===== src/rtl/squeeze_ker_wr_sched.sv =====
// Write-side scheduler for the squeeze kernel RAM: circular-buffer writes,
// completed-layer counting and occupancy-based back-pressure.
module squeeze_ker_wr_sched #(
    parameter int DATA_W = 64,
    parameter int ADDR_W = 11,
    parameter int DEPTH  = 2048
) (
    input  logic              clk_i,
    input  logic              rst_i,
    input  logic              start_i,
    input  logic [ADDR_W-1:0] layer_words_i,
    input  logic [6:0]        total_layers_i,
    input  logic              ld_valid_i,
    input  logic [DATA_W-1:0] ld_data_i,
    output logic              ld_ready_o,
    output logic              ram_wr_en_o,
    output logic [ADDR_W-1:0] ram_wr_addr_o,
    output logic [DATA_W-1:0] ram_wr_data_o,
    input  logic              rd_layer_done_i,
    output logic [6:0]        squeeze_layer_ready_no_o,
    output logic              load_done_o,
    output logic              err_o
);

    localparam logic [1:0] IDLE = 2'd0;
    localparam logic [1:0] LOAD = 2'd1;
    localparam logic [1:0] FULL = 2'd2;
    localparam logic [1:0] DONE = 2'd3;

    localparam logic [ADDR_W:0] DEPTH_W = (ADDR_W + 1)'(DEPTH);

    logic [1:0]        state;
    logic [ADDR_W-1:0] wptr;
    logic [ADDR_W-1:0] wcnt;
    logic [ADDR_W-1:0] layer_words;
    logic [ADDR_W:0]   occ;
    logic [6:0]        total_layers;
    logic [6:0]        ready_no;
    logic              err;
    logic              wr_en;
    logic [ADDR_W-1:0] wr_addr;
    logic [DATA_W-1:0] wr_data;

    logic              accept;
    logic              last_word;
    logic              underflow;
    logic [ADDR_W:0]   layer_size;
    logic [ADDR_W:0]   occ_inc;
    logic [ADDR_W:0]   occ_next;
    logic [6:0]        ready_no_inc;

    // Ready depends on registers only, never on ld_valid_i.
    assign ld_ready_o = (state == LOAD) && (occ < DEPTH_W);
    assign accept     = ld_valid_i && ld_ready_o;
    assign last_word  = accept && (wcnt == layer_words);

    always_comb begin
        layer_size   = {1'b0, layer_words} + 1'b1;
        occ_inc      = occ + {{ADDR_W{1'b0}}, accept};
        underflow    = rd_layer_done_i && (occ_inc < layer_size);
        occ_next     = occ_inc;
        if (rd_layer_done_i) begin
            occ_next = underflow ? '0 : occ_inc - layer_size;
        end
        ready_no_inc = (ready_no == 7'd127) ? ready_no : ready_no + 7'd1;
    end

    always_ff @(posedge clk_i) begin
        if (rst_i) begin
            state        <= IDLE;
            wptr         <= '0;
            wcnt         <= '0;
            layer_words  <= '0;
            occ          <= '0;
            total_layers <= '0;
            ready_no     <= '0;
            err          <= 1'b0;
            wr_en        <= 1'b0;
            wr_addr      <= '0;
            wr_data      <= '0;
        end else if (start_i) begin
            layer_words  <= layer_words_i;
            total_layers <= total_layers_i;
            wptr         <= '0;
            wcnt         <= '0;
            occ          <= '0;
            ready_no     <= '0;
            err          <= 1'b0;
            wr_en        <= 1'b0;
            state        <= (total_layers_i == 7'd0) ? DONE : LOAD;
        end else begin
            wr_en <= accept;
            if (accept) begin
                wr_addr <= wptr;
                wr_data <= ld_data_i;
                wptr    <= wptr + 1'b1;
                wcnt    <= last_word ? '0 : wcnt + 1'b1;
            end
            // Count advances on the same edge that issues the last word's write.
            if (last_word) begin
                ready_no <= ready_no_inc;
            end
            occ <= occ_next;
            if (underflow) begin
                err <= 1'b1;
            end
            case (state)
                LOAD: begin
                    if (last_word && (ready_no_inc == total_layers)) begin
                        state <= DONE;
                    end else if (accept && !rd_layer_done_i && (occ_inc == DEPTH_W)) begin
                        state <= FULL;
                    end
                end
                FULL: begin
                    if (rd_layer_done_i) begin
                        state <= LOAD;
                    end
                end
                default: state <= state;
            endcase
        end
    end

    assign ram_wr_en_o              = wr_en;
    assign ram_wr_addr_o            = wr_addr;
    assign ram_wr_data_o            = wr_data;
    assign squeeze_layer_ready_no_o = ready_no;
    assign load_done_o              = (state == DONE);
    assign err_o                    = err;

endmodule


===== config.mk =====
export PLATFORM = sky130hd
export DESIGN_NAME = squeeze_ker_wr_sched
export DESIGN_NICKNAME = d
export VERILOG_FILES = /design/src/rtl/squeeze_ker_wr_sched.sv
export SDC_FILE = /design/constraint.sdc
export NUM_CORES = 1
export LEC_CHECK = 0
export CORE_MARGIN = 2
export CORE_UTILIZATION = 40
export DETAILED_ROUTE_END_ITERATION = 8
export GPL_ROUTABILITY_DRIVEN = 0
export HOLD_SLACK_MARGIN = 0.08
export PLACE_DENSITY = 0.71
export SYNTH_ARGS = -nofsm -noshare
export SYNTH_HDL_FRONTEND = slang
export SYNTH_SLANG_ARGS = --single-unit

===== constraint.sdc =====
create_clock -name clk_i -period 5.1 [get_ports clk_i]
set_clock_uncertainty 0.15 [all_clocks]
set_input_delay 0.51 -clock clk_i [delete_from_list [all_inputs] [get_ports clk_i]]
set_output_delay 0.51 -clock clk_i [all_outputs]
set_load 0.02 [all_outputs]

# After elaboration in Yosys (flattened, before gate mapping)
# Index checks and enable logic that the tools add are counted.
[word_totals]
ram_bits = 0
mem_count = 0
out_inout_bits = 86
word_cells = 52
rom_bits = 0
in_bits = 87
latch_bits = 0
register_bits = 138
[op_classes]
eq_ne = 9
add_sub_neg = 6
multipliers = 0
n_div = 0
n_reduce_logical = 13
magnitude_cmp = 2
muxes = 10
n_shift = 0
bitwise_logic = 1
[op_table]
columns = ["op", "count"]
rows = [
  ["2-to-1 mux 12 bit", 2],
  ["adder 11 x 1 -> 11 bit (second input constant)", 2],
  ["adder 11 x 1 -> 12 bit (second input constant)", 1],
  ["adder 12 x 1 -> 12 bit", 1],
  ["== test 12 bit (second input constant)", 1],
  ["< comparator 12 bit", 1],
  ["< comparator 12 bit (second input constant)", 1],
  ["subtractor 12 bit", 1],
  ["== test 11 bit", 1],
  ["2-to-1 mux 11 bit", 1],
  ["2-to-1 mux 2 bit", 5],
  ["adder 7 x 1 -> 7 bit (second input constant)", 1],
  ["== test 7 bit", 1],
  ["== test 7 bit (second input constant)", 1],
  ["logical AND 1 bit", 7],
  ["logical NOT 7 bit", 1],
  ["2-to-1 mux 7 bit", 1],
  ["== test 2 bit (second input constant)", 2],
  ["inequality test 4 x 2 -> 1 bit (second input constant)", 1],
  ["case mux 2 bit (2 select lines)", 1],
  ["inequality test 3 bit (second input constant)", 1],
  ["AND reduction 3 bit", 1],
  ["nonzero test 3 bit", 1],
  ["== test 2 x 1 -> 1 bit (second input constant)", 1],
  ["other kinds (4)", 4],
]

# Logic depth before layout (Yosys ltp)
# Gate-level depths: netlist of run 1.
[logic_depth]
ltp_word = 10
mapped_depth = 17
depth_no_buf = 16

# Least setup slack after synthesis of run 1
# OpenSTA, ideal clock, no wires.
[synth_path]
path_kind = "register -> register"
startpoint = "register state[1]"
endpoint = "register occ[5]"
period_less_slack_ns = 3.899
setup_ns = 0.117
arrival_ns = 3.631
t_required_ns = 4.833
path_buffers = 1
slack_ns = 1.201
stages_incl_launch_ff = 18
cell_sequence = "dfxtp_1 nor3b_2 nand2_2 inv_2 buf_2 ha_1 ha_1 inv_1 nor2_1 nand3_1 xnor2_1 ha_1 and2_1 a221o_1 a21o_1 o211ai_1 nand2_1 a32o_1"
[synth_between]
elab_chain_cells = 8
elab_cells_between_ends = 9
cone_classes = "2 x add/sub; 1 x order compare; 1 x eq/ne; 2 x mux; 3 x reduce/logical"
[synth_rtl]
columns = ["element", "line", "source"]
rows = [
  ["from (decl)", "32", "logic [1:0] state;"],
  ["from (signal assigned)", "90", "state <= (total_layers_i == 7'd0) ? DONE : LOAD;"],
  ["from (signal assigned)", "120", "default: state <= state;"],
  ["== test 2 x 1 -> 1 bit (*)", "53", "assign ld_ready_o = (state == LOAD) && (occ < DEPTH_W);"],
  ["logical AND 1 bit (*)", "53", ""],
  ["via ld_ready_o", "15", "output logic ld_ready_o,"],
  ["logical AND 1 bit (*)", "54", "assign accept = ld_valid_i && ld_ready_o;"],
  ["via accept", "44", "logic accept;"],
  ["adder 12 x 1 -> 12 bit (*)", "59", "occ_inc = occ + {{ADDR_W{1'b0}}, accept};"],
  ["< comparator 12 bit", "60", "underflow = rd_layer_done_i && (occ_inc < layer_size);"],
  ["logical AND 1 bit", "60", ""],
  ["2-to-1 mux 12 bit", "63", "occ_next = underflow ? '0 : occ_inc - layer_size;"],
  ["2-to-1 mux 12 bit (*)", "62", "if (rd_layer_done_i) begin"],
  ["to (signal assigned)", "103", "occ <= occ_next;"],
  ["to (decl)", "36", "logic [ADDR_W:0] occ;"],
]
# The timed path passes the listed nets; every way through them passes the cells marked *.
# A chain may end at the register's enable or synchronous reset.

# Worst setup path in the final report of run 1
[layout_path]
startpoint = "input port ld_valid_i"
endpoint = "register occ[9]"
[layout_between]
elab_chain_cells = 6
elab_cells_between_ends = 7
cone_classes = "2 x add/sub; 1 x order compare; 2 x mux; 2 x reduce/logical"
[layout_rtl]
columns = ["element", "line", "source"]
rows = [
  ["from (decl)", "13", "input logic ld_valid_i,"],
  ["logical AND 1 bit (*)", "54", ""],
  ["adder 12 x 1 -> 12 bit (*)", "59", ""],
  ["< comparator 12 bit", "60", ""],
  ["logical AND 1 bit", "60", ""],
  ["2-to-1 mux 12 bit", "63", ""],
  ["2-to-1 mux 12 bit (*)", "62", ""],
]
# Every way passes the cells marked *; elsewhere a longest branch is shown, timed or not.

==> key figures, run 1 <==
Status
  – Status: finished clean

Timing
  – Final Max Tran Viols: 0
  – Slew Limit Headroom: 0.2401
  – Final period utilization: 0.8188
  – Fin. Hold Viols: 0
  – Setup_tns: 0 ps
  – Slew @ Worst Pin: around 1100 ps
  – Tmin final: 4176 ps
  – Fmax: about 0.24 GHz
  – RSZ-0062 raised after global routing: no
  – Final setup violation count: 0

Route
  – Uppermost layer routed: met4
  – Final WL: approximately 17,000 µm
  – ANT nets after route: 0
  – Met2 WL post-DR: 8304 µm
  – Routed len/inst: 14.71 µm
  – DRC violations left: 0
  – Routed vias/inst: about 5
  – Met3 wire length: between 700 and 800 µm
  – Pre-Repair DR Iteration Count: 4
  – Drt first-iter violations: between 300 and 400
  – Vias: 5,794
  – WL met1: roughly 7700 µm

Pwr
  – Flop pwr share: 0.428
  – Combinational share of power: 0.112
  – Clock Power Share: 0.460
  – Switch share: 0.2424
  – Max IR drop VDD: between 0.0002 and 0.00025 V
  – Sw Pwr: approximately 640 µW
  – Pint: around 2.0 mW
  – LEAKAGE: slightly above 3 nW
  – Pwr Density: approximately 300 nW/µm²

Setup path
  – Req. time, crit path: 5250 ps
  – Most used cell, CP: ha_1
  – CP Buf/Inv Count: 3
  – Signal arrival time at the worst endpoint: 4330 ps
  – R2R Path End: occ[9]$_SDFF_PP0_
  – Crit. Startpoint: ld_valid_i
  – Crit path depth: 16
  – Crit Path Class: in -> reg
  – Crit Reg-Reg Startpoint: state[1]$_SDFFE_PP0P_
  – CP cell instances: clkdlybuf4s50_1 > nand2_2 > inv_2 > ha_1 > ha_1 > inv_1 > nor2_1 > nand3_1 > xnor2_1 > ha_1 > and2_1 > a221o_1 > a21o_1 > o211ai_1 > nand2_1 > a32o_1
  – Slowest cell on crit path: clkdlybuf4s50_1
  – Biggest cell delay along the critical path: approximately 520 ps
  – CP max FO: 12
  – Reg2reg setup slack: roughly 940 ps
  – Worst Setup Start Kind: input port
  – Worst setup path end: occ[9]$_SDFF_PP0_
  – Crit. End Element: flip-flop
  – R2R cell count: 16
  – Family with the most delay on the worst path: compound AO/OA/AOI/OAI gates

CTS
  – CTS resizes: 0
  – CTS tree: yes
  – Number of buffers created by CTS: 17
  – H-tree lvl count: 4
  – Hold buffers post-CTS: 0
  – CTS Buffer Depth: 2
  – # clock sinks: between 100 and 150
  – Root Buffer: clkbuf_16
  – Post-CTS Setup Inserts: 0
  – Clock Latency Late Sink: just over 400 ps
  – Clk slew on worst S/H paths: roughly 60 ps

Global route
  – GRT Total Usage: 0.2030
  – Initial antenna violation count: 0
  – Vias in the first global route: ~5,400
  – Pin count of the biggest net entering global routing: 77
  – First-pass GRT wire length: between 20,000 and 30,000 µm
  – GRT Residual Overflow: 0

Worst hold path
  – Hold crit path type: reg -> reg

Cells and area
  – # diodes: 0
  – Fillers: about 1,500
  – Share of layout cells above drive strength 1: 0.05063
  – Area of the multi-input gates: 3388 µm²
  – Final Net Count: 1,041
  – Area grow syn2layout: 39.43%
  – Non-Filler Instances: 1,159
  – Register area: 2763 µm²

Die
  – CORE AREA: around 15,000 µm²
  – Initial Util: 0.4123
  – Die W: about 130 µm
  – Die area: about 17,000 µm²
  – Die height: ~130 µm
  – Io pins: 173
  – # rows: 45

Synth
  – Mapped Area: approximately 6300 µm²
  – Netlist cell types: 53
  – Post-synth EDFFs: 0
  – Warnings, synthesis: 0
  – Synth Instances: 773
  – FFs w/ async S/R, synth: 0
  – FF+latch count, synth: between 100 and 150
  – Avg Inst Size Synth: 8.169 µm²
  – Primary FF master, synth: dfxtp_1
  – Seq/Total Area, Yosys: 0.4375
  – Syn Nets: slightly below 900

Flow run
  – MaxCap Viol Count: 0

Placed design
  – Detailed placement HPWL: 12,380 µm
  – Buffers added on ports: 172
  – Placed instance count: between 1,000 and 1,500
-- layer usage --
metal,up-vias,track usage
met5,-,0
met4,0,0.07464
met3,23,0.03675
met2,124,0.3412
met1,2676,0.2610
li1,2971,-
-- power by group through the flow --
stage / logic [mW] / registers (mW) / clock network, mW
finish: 0.295 / 1.13 / 1.21
global route: 0.323 / 1.13 / 1.28
CTS: 0.297 / 1.13 / 1.23
detailed placement: 0.295 / 1.15 / 0
global placement: 0.294 / 1.15 / 0
floorplan: 0.148 / 1.16 / 0
-- stage by stage --
stage	total power [mW]	hold WS, ps	utilization	setup WS (ps)	instance area [µm²]
6_report	2.630	301.1	0.5749	924.3	8805
5_1_grt	2.731	319.2	0.5749	567.1	8805
4_1_cts	2.652	305.2	0.5749	972.5	8805
3_5_place_dp	1.444	296.6	0.5368	545.5	8220
3_3_place_gp	1.442	291.5	0.5368	642.8	8220
2_1_floorplan	1.308	293.6	-	1201	6315
-- registers in the layout, indices dropped and copies added (netlist names) --
register and flops:
ram_wr_data_o 64, occ 12, layer_words 11, ram_wr_addr_o 11, wcnt 11, wptr 11, squeeze_layer_ready_no_o 7, total_layers 7
state 2, err_o 1, ram_wr_en_o 1
-- cell usage after synthesis, types with 2 or more instances --
master / n / area [µm²]
nor2_1: 64 / 240.2
o211ai_1: 4 / 30.03
a21boi_0: 2 / 15.01
xnor2_1: 38 / 332.8
mux2i_1: 20 / 200.2
inv_1: 10 / 37.54
nand2b_1: 2 / 12.51
buf_1: 7 / 26.28
o21ai_0: 11 / 55.05
nand2_1: 181 / 679.4
o22ai_1: 2 / 12.51
nor2b_1: 10 / 62.56
a221oi_1: 2 / 17.52
nor3_1: 7 / 35.03
a31oi_1: 2 / 12.51
a2111o_1: 2 / 22.52
a21oi_1: 98 / 490.5
and4_1: 6 / 52.55
o21bai_1: 2 / 15.01
or2_2: 2 / 12.51
nor4_1: 6 / 37.54
or3_1: 7 / 43.79
nand3_1: 21 / 105.1
ha_1: 18 / 225.2
xor2_1: 22 / 192.7
a32o_1: 3 / 30.03
clkbuf_1: 27 / 101.4
nand4_1: 13 / 81.33
and3_1: 8 / 50.05
o21a_1: 9 / 67.56
a211oi_1: 2 / 15.01
and2_1: 7 / 43.79
dfxtp_1: 138 / 2763
-- layout make-up --
type | count | area share
inverters | 11 | 0.004690
clock buffers | 19 | 0.05031
clock inverters | 13 | 0.01606
well taps | 211 | 0.02998
flip-flops and latches | 138 | 0.3138
multi-input cells | 589 | 0.3848
repair buffers | 178 | 0.2004
-- layout by cell type (no fill, tap or decap), types with 11 or more instances in the layout --
cell type	netlist	layout
nand4_1	13	13
o21ai_0	11	11
nand3_1	21	21
nand2_1	181	181
xnor2_1	38	38
a21oi_1	98	98
clkdlybuf4s50_1	0	171
clkbuf_16	0	17
ha_1	18	18
dfxtp_1	138	138
mux2i_1	20	20
nor2_1	64	63
xor2_1	22	22
-- worst reg2reg max path: stages, from the launching register on --
cell and delay [ps]:
dfxtp_1 350, nor3b_2 240, nand2_2 170, inv_2 230, ha_1 240, ha_1 220
inv_1 70, nor2_1 200, nand3_1 130, xnor2_1 210, ha_1 300, and2_1 190
a221o_1 340, a21o_1 220, o211ai_1 350, nand2_1 190, a32o_1 270
-- how the worst min path moves through the flow --
stage	endpoint	slack (ps)	start	cells after the start
CTS	ram_wr_data_o[58]$_SDFFE_PP0P_	310	ram_wr_data_o[58]$_SDFFE_PP0P_	2
detailed placement	ram_wr_addr_o[8]$_SDFFE_PP0P_	300	ram_wr_addr_o[8]$_SDFFE_PP0P_	2
finish	ram_wr_data_o[24]$_SDFFE_PP0P_	300	ram_wr_data_o[24]$_SDFFE_PP0P_	2
global route	ram_wr_data_o[63]$_SDFFE_PP0P_	320	ram_wr_data_o[63]$_SDFFE_PP0P_	2
floorplan	ram_wr_addr_o[10]$_SDFFE_PP0P_	290	wptr[10]$_SDFFE_PP0N_	2
global placement	ram_wr_data_o[19]$_SDFFE_PP0P_	290	ram_wr_data_o[19]$_SDFFE_PP0P_	2
-- kinds of logic after synthesis --
family | share of synthesized area
simple gates | 0.2405
compound gates | 0.1407
flops | 0.4375
xor+xnor | 0.08322
buf+inv | 0.02754
mux | 0.03170
fa+ha+maj | 0.03884
No activity file was read; power rests on OpenSTA's default activity.
==> inputs of run 2 (changes only) <==
==> constraint.sdc (replaced) <==
create_clock -name clk_i -period 4 [get_ports clk_i]
set_clock_uncertainty 0.15 [all_clocks]
set_input_delay 0.4 -clock clk_i [delete_from_list [all_inputs] [get_ports clk_i]]
set_output_delay 0.4 -clock clk_i [all_outputs]
set_load 0.02 [all_outputs]
==> run 2 against run 1 <==
- cell area rose by 1.3%
- worst hold slack got worse by 23 ps
- first-iteration DRC count fell by 4.6%
- clock power rose by 36%
- sequential share of layout area fell by 0.40 points
- utilization rose by 0.75 points
- wire length rose by 1.8%
- setup slack got worse by 750 ps
- critical path depth did not move
- critical path type is now reg -> reg
- critical endpoint is now occ[11]$_SDFF_PP0_
- highest routed layer unchanged
==> key figures, run 2 (same netlist as run 1, synthesis figures left out) <==
Die
  – Die height: 129.6 µm (unchanged)
  – Die W: 129.6 µm (unchanged)
  – CORE AREA: 15,310 µm² (unchanged)
  – # rows: 45 (unchanged)
  – Initial Util: 0.4123 (unchanged)
  – Die area: 16,810 µm² (unchanged)
  – Io pins: 173 (unchanged)

Cells and area
  – # diodes: 0 (unchanged)
  – Area grow syn2layout: 41.25%
  – Max reg flops: 64 (unchanged)
  – Most common cell after layout, fill and taps aside: nand2_1
  – Final Net Count: 1,047 (+0.58%)
  – Most frequent cells in the layout: nand2_1, clkdlybuf4s50_1, dfxtp_1
  – Share of layout cells above drive strength 1: 0.05765 (+0.007019)
  – Final Util: 0.5824 (+0.007517)

Timing
  – Fin. Hold Viols: 0 (unchanged)
  – Slew @ Worst Pin: 780.2 ps (-349.2 ps)
  – Tmin final: approximately 3800 ps
  – Final setup margin: 172.2 ps (-752.1 ps)
  – Final period utilization: 0.9570
  – Final Max Tran Viols: 0 (unchanged)
  – Final setup violation count: 0 (unchanged)
  – Slew Limit Headroom: 0.4798 (+0.2397)
  – Fmax: approximately 0.26 GHz

Setup path
  – Req. time, crit path: 4140 ps (-1110 ps)
  – CP max FO: 6 (-6)
  – R2R cell count: 16 (unchanged)
  – Worst Setup Start Kind: flip-flop
  – Crit. End Element: flip-flop
  – Crit Reg-Reg Startpoint: state[1]$_SDFFE_PP0P_
  – Crit Path Class: reg -> reg
  – Reg2reg setup slack: 170 ps (-770 ps)
  – R2R Path End: occ[11]$_SDFF_PP0_
  – Worst setup path end: occ[11]$_SDFF_PP0_
  – Signal arrival time at the worst endpoint: 3960 ps (-370 ps)
  – Crit. Startpoint: state[1]$_SDFFE_PP0P_

Placed design
  – Detailed placement HPWL: 12,380 µm (about the same)
  – Buffers added on ports: 172 (unchanged)
  – Pre-CTS WS: 68.78 ps (-476.7 ps)

Global route
  – GRT Residual Overflow: 0 (unchanged)
  – Pin count of the biggest net entering global routing: 76 (-1.3%)
  – Vias in the first global route: 5,355 (-0.78%)
  – GRT Total Usage: 0.2031 (about the same)
  – Initial antenna violation count: 0 (unchanged)
  – First-pass GRT wire length: 27,030 µm (+0.28%)

CTS
  – # clock sinks: 138 (unchanged)
  – Number of buffers created by CTS: 17 (unchanged)
  – Clock Latency Late Sink: 420 ps (about the same)
  – Root Buffer: clkbuf_16
  – Clk slew on worst S/H paths: 60 ps (about the same)
  – CTS tree: yes
  – Hold buffers post-CTS: 0 (unchanged)
  – CTS Buffer Depth: 2 (unchanged)
  – Post-CTS Setup Inserts: 0 (unchanged)
  – H-tree lvl count: 4 (unchanged)

Route
  – Final WL: 17,360 µm (+1.8%)
  – DRC violations left: 0 (unchanged)
  – Pre-Repair DR Iteration Count: 4 (unchanged)
  – Vias: 5,864 (+1.2%)
  – Drt first-iter violations: 292 (-4.6%)
  – ANT nets after route: 0 (unchanged)
  – Routed vias/inst: 5.033 (+0.69%)
  – Routed len/inst: 14.90 µm (+1.3%)

Pwr
  – Pwr Density: 388.9 nW/µm² (+30%)
  – LEAKAGE: 3.165 nW (+1.7%)
  – Max IR drop VDD: 0.0003152 V (+36%)

Status
  – Status: finished clean

Worst hold path
  – Worst hold start: rst_i
  – Hold crit path type: in -> reg
  – Hold Crit Depth: 2 (unchanged)

Flow run
  – MaxCap Viol Count: 0 (unchanged)
-- run 2: timing repair --
item | in CTS | in global routing
endpoints found under the setup margin | 0 | 11
endpoints found under the hold margin | 0 | 0
resized for setup | 0 | 2
-- run 2: worst min-delay path by stage --
| stage | slack [ps] | to |
|---|---|---|
| floorplan | 290 | ram_wr_addr_o[10]$_SDFFE_PP0P_ |
| global placement | 290 | ram_wr_data_o[36]$_SDFFE_PP0P_ |
| detailed placement | 300 | ram_wr_data_o[18]$_SDFFE_PP0P_ |
| CTS | 270 | total_layers[3]$_SDFFE_PP0P_ |
| global route | 290 | total_layers[3]$_SDFFE_PP0P_ |
| finish | 280 | total_layers[4]$_SDFFE_PP0P_ |
-- run 2: critical path: stages (launching register included) --
cell	delay [ps]
dfxtp_1	370
nor3b_4	320
nand2_2	120
inv_2	70
ha_1	180
ha_1	180
inv_1	60
nor2_1	170
nand3_1	160
xnor2_2	190
ha_1	350
and2_1	180
a221o_1	340
a21o_1	220
o2111a_1	370
o21ai_0	190
o22ai_1	80
-- run 2: layout make-up --
cell class / instances / area, µm²
tap: 211 / 264.0
timing repair buffer: 184 / 1822
inverter: 11 / 41.29
fill: 1434 / 6395
clock buffer: 21 / 470.5
sequential: 138 / 2763
multi-input combinational: 589 / 3402
clock inverter: 11 / 157.7
-- run 2: metal layers --
| layer | GRT usage | vias up | wire length, µm |
|---|---|---|---|
| met5 | 0 | - | 0 |
| met4 | 0.07590 | 0 | 431 |
| met3 | 0.04129 | 33 | 889 |
| met2 | 0.3329 | 145 | 8445 |
| met1 | 0.2648 | 2709 | 7596 |
| li1 | - | 2977 | - |
-- run 2: metrics by stage --
stage	TNS [ps]	area (µm²)	power [mW]	instances	hold WS [ps]
2_1_floorplan	0	6315	1.668	773	293.6
3_3_place_gp	0	8278	1.843	1133	291.1
3_5_place_dp	0	8278	1.848	1133	296.3
4_1_cts	0	8906	3.499	1165	266.5
5_1_grt	-466.7	8920	3.601	1165	293.6
6_report	0	8920	3.469	1165	278.2
-- run 2: power breakdown --
part	switching [mW]	total, mW	leakage, nW	internal, mW
Combinational	0.186	0.385	1.75	0.199
Sequential	0.0285	1.44	1.12	1.41
Clock	0.610	1.65	0.301	1.04
